`config.mk`:
```
export PLATFORM = sky130hd
export DESIGN_NAME = div16_repsub
export DESIGN_NICKNAME = d
export VERILOG_FILES = /design/src/rtl/div16_repsub_pkg.sv /design/src/rtl/div16_repsub_datapath.sv /design/src/rtl/div16_repsub.sv
export SDC_FILE = /design/constraint.sdc
export NUM_CORES = 1
export LEC_CHECK = 0
export ABC_CLOCK_PERIOD_IN_PS = 4800
export CAP_MARGIN = 20
export CELL_PAD_IN_SITES_DETAIL_PLACEMENT = 0
export CELL_PAD_IN_SITES_GLOBAL_PLACEMENT = 1
export CORE_MARGIN = 1
export CORE_UTILIZATION = 41
export DETAILED_ROUTE_END_ITERATION = 10
export PLACE_DENSITY = 0.91
export SLEW_MARGIN = 5
export SYNTH_ARGS = -nofsm -noshare
export SYNTH_HDL_FRONTEND = slang
export SYNTH_HIERARCHICAL = 1
export SYNTH_SLANG_ARGS = --single-unit
export TNS_END_PERCENT = 20
```
`constraint.sdc`:
```
create_clock -name clk -period 4.8 [get_ports clk]
set_input_delay 0.96 -clock clk [delete_from_list [all_inputs] [get_ports clk]]
set_output_delay 0.96 -clock clk [all_outputs]
set_load 0.05 [all_outputs]
```
`src/rtl/div16_repsub_pkg.sv`:
```
// Shared types and constants for the repeated-subtraction divider.
package div16_repsub_pkg;

  localparam int unsigned DEF_WIDTH = 16;
  localparam int unsigned STATE_W   = 3;

  typedef logic [STATE_W-1:0] state_t;

  localparam state_t IDLE   = 3'd0;
  localparam state_t LOAD_A = 3'd1;
  localparam state_t LOAD_B = 3'd2;
  localparam state_t SUB    = 3'd3;
  localparam state_t DONE   = 3'd4;

  // Controller-to-datapath strobes
  typedef struct packed {
    logic ld_a;
    logic ld_b;
    logic ld_r;
    logic clr_q;
    logic set_q;
    logic sub_r;
    logic inc_q;
  } dp_ctrl_t;

endpackage

```
`src/rtl/div16_repsub_datapath.sv`:
```
// Operand, quotient and remainder registers with subtract/increment/compare logic.
module div_datapath
  import div16_repsub_pkg::*;
#(
  parameter int unsigned WIDTH = DEF_WIDTH
) (
  input  logic             clk,
  input  logic             rst,
  input  dp_ctrl_t         ctrl,
  input  logic [WIDTH-1:0] data_in,
  output logic             ge_b,
  output logic             eqz_b,
  output logic [WIDTH-1:0] quotient,
  output logic [WIDTH-1:0] remainder
);

  logic [WIDTH-1:0] a_q;
  logic [WIDTH-1:0] b_q;
  logic [WIDTH-1:0] q_q;
  logic [WIDTH-1:0] r_q;

  always_ff @(posedge clk) begin
    if (rst) begin
      a_q <= '0;
      b_q <= '0;
      q_q <= '0;
      r_q <= '0;
    end else begin
      if (ctrl.ld_a) a_q <= data_in;
      if (ctrl.ld_b) b_q <= data_in;
      // Subtraction is only strobed when r_q >= b_q, so it cannot wrap
      if (ctrl.ld_r)       r_q <= a_q;
      else if (ctrl.sub_r) r_q <= r_q - b_q;
      if (ctrl.clr_q)      q_q <= '0;
      else if (ctrl.set_q) q_q <= '1;
      else if (ctrl.inc_q) q_q <= q_q + WIDTH'(1);
    end
  end

  assign ge_b      = (r_q >= b_q);
  assign eqz_b     = (data_in == '0);
  assign quotient  = q_q;
  assign remainder = r_q;

endmodule

```
`src/rtl/div16_repsub.sv`:
```
// Unsigned divider by repeated subtraction: controller FSM plus div_datapath.
module div16_repsub
  import div16_repsub_pkg::*;
#(
  parameter int unsigned WIDTH = DEF_WIDTH
) (
  input  logic             clk,
  input  logic             rst,
  input  logic             start,
  input  logic [WIDTH-1:0] data_in,
  output logic             busy,
  output logic             done,
  output logic             div_by_zero,
  output logic [WIDTH-1:0] quotient,
  output logic [WIDTH-1:0] remainder
);

  state_t   state;
  state_t   state_next;
  dp_ctrl_t ctrl;
  logic     ge_b;
  logic     eqz_b;
  logic     busy_next;
  logic     done_next;
  logic     dz_next;

  // State register; status outputs are registered from the next state
  always_ff @(posedge clk) begin
    if (rst) begin
      state       <= IDLE;
      busy        <= 1'b0;
      done        <= 1'b0;
      div_by_zero <= 1'b0;
    end else begin
      state       <= state_next;
      busy        <= busy_next;
      done        <= done_next;
      div_by_zero <= dz_next;
    end
  end

  // Next-state logic
  always_comb begin
    state_next = state;
    case (state)
      IDLE:    if (start) state_next = LOAD_A;
      LOAD_A:  state_next = LOAD_B;
      LOAD_B:  state_next = eqz_b ? DONE : SUB;
      SUB:     if (!ge_b) state_next = DONE;
      DONE:    if (!start) state_next = IDLE;
      default: state_next = IDLE;
    endcase
  end

  // Datapath strobes and next values of the status outputs
  always_comb begin
    ctrl      = '0;
    busy_next = 1'b0;
    done_next = 1'b0;
    dz_next   = 1'b0;
    case (state)
      LOAD_A: ctrl.ld_a = 1'b1;
      LOAD_B: begin
        ctrl.ld_b  = 1'b1;
        ctrl.ld_r  = 1'b1;
        ctrl.set_q = eqz_b;
        ctrl.clr_q = !eqz_b;
      end
      SUB: begin
        ctrl.sub_r = ge_b;
        ctrl.inc_q = ge_b;
      end
      default: ;
    endcase
    busy_next = (state_next == LOAD_A) || (state_next == LOAD_B) || (state_next == SUB);
    done_next = (state_next == DONE);
    // The zero-divisor flag is captured on LOAD_B exit and held through DONE
    dz_next   = done_next && ((state == LOAD_B) ? eqz_b : div_by_zero);
  end

  div_datapath #(.WIDTH(WIDTH)) u_datapath (
    .clk       (clk),
    .rst       (rst),
    .ctrl      (ctrl),
    .data_in   (data_in),
    .ge_b      (ge_b),
    .eqz_b     (eqz_b),
    .quotient  (quotient),
    .remainder (remainder)
  );

endmodule

```
==> impl_results.md <==
- WL per Instance: 14.41 µm
- Switching Share: 0.3796
- WP data arrival: 3980 ps
- WHS: 479.2 ps
- Routed Antenna Nets: 0
- R2r endpoint: u_datapath/quotient[11]$_SDFFE_PP0P_
- RSZ-0062 raised after global routing: false
- Worst-path clk slew: 80 ps
- Synth Area in Compound Gates: 0.1609
- First DRT Iteration DRCs: 148
- Netlist cell types: 54
- Syn Area/Cell: 8.681 µm²
- DR vias/cell: 5.309
- Hold buffer count at cts: 0
- Clk_lat worst skew: 350 ps
- Fin nets: 504
- Achievable Freq: 267.0 MHz
- Synthesis-stage register bit count: 70
- CTS sink cnt: 70
- DRT Pass-1 Iters: 4
- WHS Endpoint: u_datapath/remainder[6]$_SDFFE_PP0P_
- Most common cell after layout, fill and taps aside: dfxtp_1
- Maximum vdd drop: 0.2064 mV
- Detail Placement HPWL: 5868 µm
- Layout area overhead: 22.94%
- Hold Crit Depth: 2
- Commonest non-fill, non-tap cells in the layout: dfxtp_1, nor2_1, clkdlybuf4s50_1
- Setup violators final: 0
- Pin count of the biggest net entering global routing: 57
- H-Tree Level Count: 3
- Worst hold path class: reg -> reg
- LEAKAGE: 1.655 nW
- Cts repair resizes: 0
- Min Tclk post-route: 3745 ps
- Filler Cells Inserted: 817
- Number of antenna cells inserted: 0
- Gpl congestion: 0.8417
- Max Buffers Root-to-Sink: 2
- Met3 usage: 0.04617
- Total of max-cap violations: 0
- Post-CTS Setup Inserts: 0
- Critical Path Fanout Max: 8
- Critical setup path kind: reg -> reg
- Adder and majority cell fraction of the synthesized area: 0.06368
- Crit start category: flop
- DRC viols: 0
- Register area share after synthesis: 0.3834
- Worst Tran Pin Value: 597.4 ps
- Fin. Hold Viols: 0
- Drt total wl: 8360 µm
- TNS Setup: 0 ps
- Die height: 96.42 µm
- # rows: 34
- Io pins: 54
- Pwr dens: 500.3 mW/mm²
- Root Buffer Master: clkbuf_8
- Number of port buffers: 53
- Core area: 0.008678 mm²
- Synth warnings: 6
- Main synth FF type: dfxtp_1
- Hold wc startpoint: u_datapath/a_q[6]$_SDFFE_PP0P_
- Sequential power share: 0.310
- Clock skew: 9.476 ps
- Logic pwr share: 0.452
- Reg2Reg Launch Point: u_datapath/remainder[0]$_SDFFE_PP0P_
- Status: complete, no violations
- TritonCTS buffer count: 9
- Vias in the first global route: 2,987
- Overflow after GRT: 0
- Clk network pwr share: 0.238
- Antenna violations before repair: 0
- Mux cell area share after synthesis: 0.09586
- Required @ worst endpoint: 5030 ps
- Simple-Gate Fraction of Synth Area: 0.1811
- GRT met1 Usage: 0.2411
- Post-synthesis instance total: 421
- Reg2Reg Setup Slack: 1050 ps
- Vias post-DR: 3,079
- Post-synth EDFFs: 0
- Share of cells above drive strength 1: 0.06144
- Post-synthesis cell area: 0.003655 mm²
- First-pass GRT wire length: 13,720 µm
- Power Internal: 0.001395 W
- Met2 usage: 0.3186
- Crit end category: flop
- Post-synthesis async set-or-reset flop share: 0
- Total Routing Usage GR: 0.1921
- Gr busiest metal: met2
- Largest family of logic cells by synthesized area: simple AND/OR/NAND/NOR gates
- Die W: 96.42 µm
- Worst slew margin: 0.6017
- Final-report max-slew violation count: 0
- Initial Utilization: 0.4211
- CTS tree: yes
- Synth Area in XOR/XNOR: 0.06231
- Die ar.: 0.009296 mm²
- R2R cell count: 17
- NetSw: 0.0008532 W
- Crit share post-route: 0.7803
- Post-Syn Nets: 458
routing by layer:
layer | part of all wire | up-vias | routed length, µm
met3 | 0.036 | 10 | 302
met5 | 0 | - | 0
met2 | 0.48 | 59 | 4015
met4 | 0.014 | 0 | 121
met1 | 0.47 | 1449 | 3921
li1 | - | 1561 | -
cell usage after synthesis, types with 2 or more instances:
library cell	instances	area, µm²
a21o_1	4	30.03
o21ai_0	5	25.02
ha_1	17	212.7
nor3_1	7	35.03
o22ai_1	8	50.05
nand2b_1	3	18.77
nand2_1	19	71.32
o2111ai_1	2	17.52
a211o_1	3	26.28
buf_2	4	20.02
clkbuf_1	16	60.06
o21a_1	7	52.55
mux2i_1	35	350.3
and3_1	5	31.28
nor2_1	55	206.5
nand4_1	4	25.02
a31oi_1	3	18.77
nor3b_1	11	82.58
nor4_1	5	31.28
nor2b_1	6	37.54
inv_1	27	101.4
a21oi_1	34	170.2
a221oi_1	3	26.28
xor2_1	14	122.6
o21ai_1	2	10.01
xnor2_1	12	105.1
a211oi_1	5	37.54
nand3_1	10	50.05
dfxtp_1	70	1401
metrics by stage:
step / instance area (µm²) / setup slack [ps] / std cells / util / total power (W)
2_1_floorplan: 3655 / 952.7 / 421 / - / 0.001489
3_3_place_gp: 4270 / 1000 / 564 / 0.4921 / 0.001710
3_5_place_dp: 4270 / 969.5 / 564 / 0.4921 / 0.001713
4_1_cts: 4493 / 1083 / 580 / 0.5177 / 0.002258
5_1_grt: 4493 / 622.3 / 580 / 0.5177 / 0.002402
6_report: 4493 / 1055 / 580 / 0.5177 / 0.002248
worst max-delay path, cell delays in order (launching register included):
cell       delay [ps]
dfxtp_1           350
inv_1              50
ha_1              220
fa_1              420
nor2b_2           150
o21ai_1           100
nand3_1           170
a311oi_1          140
o2111ai_1         130
a31o_1            210
nand2_1            70
nor3_2            390
o2111ai_1         240
nor3_1            540
nand3_1           170
xnor2_1           150
nor2_1            100
nor2_1             50
power groups by stage:
stage	clock, W	sequential, W	combinational (W)
3_5_place_dp	0	0.000708	0.00100
5_1_grt	0.000576	0.000704	0.00112
6_report	0.000535	0.000696	0.00102
2_1_floorplan	0	0.000770	0.000718
3_3_place_gp	0	0.000707	0.00100
4_1_cts	0.000547	0.000696	0.00102
worst max-delay path by stage:
stage / from / endpoint / slack, ps / depth (start not counted)
5_1_grt: u_datapath/remainder[0]$_SDFFE_PP0P_ / u_datapath/quotient[11]$_SDFFE_PP0P_ / 620 / 17
3_3_place_gp: data_in[2] / u_datapath/quotient[11]$_SDFFE_PP0P_ / 1000 / 10
3_5_place_dp: data_in[2] / u_datapath/quotient[11]$_SDFFE_PP0P_ / 970 / 10
6_report: u_datapath/remainder[0]$_SDFFE_PP0P_ / u_datapath/quotient[11]$_SDFFE_PP0P_ / 1050 / 17
4_1_cts: u_datapath/remainder[0]$_SDFFE_PP0P_ / u_datapath/quotient[11]$_SDFFE_PP0P_ / 1080 / 17
2_1_floorplan: u_datapath/remainder[0]$_SDFFE_PP0P_ / u_datapath/quotient[11]$_SDFFE_PP0P_ / 950 / 18
kinds of logic (layout without fill, tap and decap cells):
| kind of cell | count (synthesis) | count (layout) |
|---|---|---|
| and+or+nand+nor | 134 | 134 |
| AOI/OAI and AO/OA | 89 | 89 |
| DFF | 70 | 70 |
| buffers and inverters | 49 | 100 |
| muxes | 35 | 35 |
| xor gates and xnor gates | 26 | 26 |
| adders and majority gates | 18 | 18 |
registers in the layout, summed over array words and instances (netlist names):
register,cells
busy,1
div_by_zero,1
done,1
state,3
u_datapath/a_q,16
u_datapath/b_q,16
u_datapath/quotient,16
u_datapath/remainder,16
cell type report:
| type | instances | area [µm²] | area share |
|---|---|---|---|
| multi-input combinational | 302 | 2077 | 0.4623 |
| sequential | 70 | 1401 | 0.3119 |
| timing repair buffer | 57 | 555.5 | 0.1236 |
| clock buffer | 11 | 141.4 | 0.03147 |
| tap | 108 | 135.1 | 0.03008 |
| inverter | 27 | 101.3 | 0.02256 |
| clock inverter | 5 | 81.33 | 0.01810 |
(Power assumes the default switching activity.)
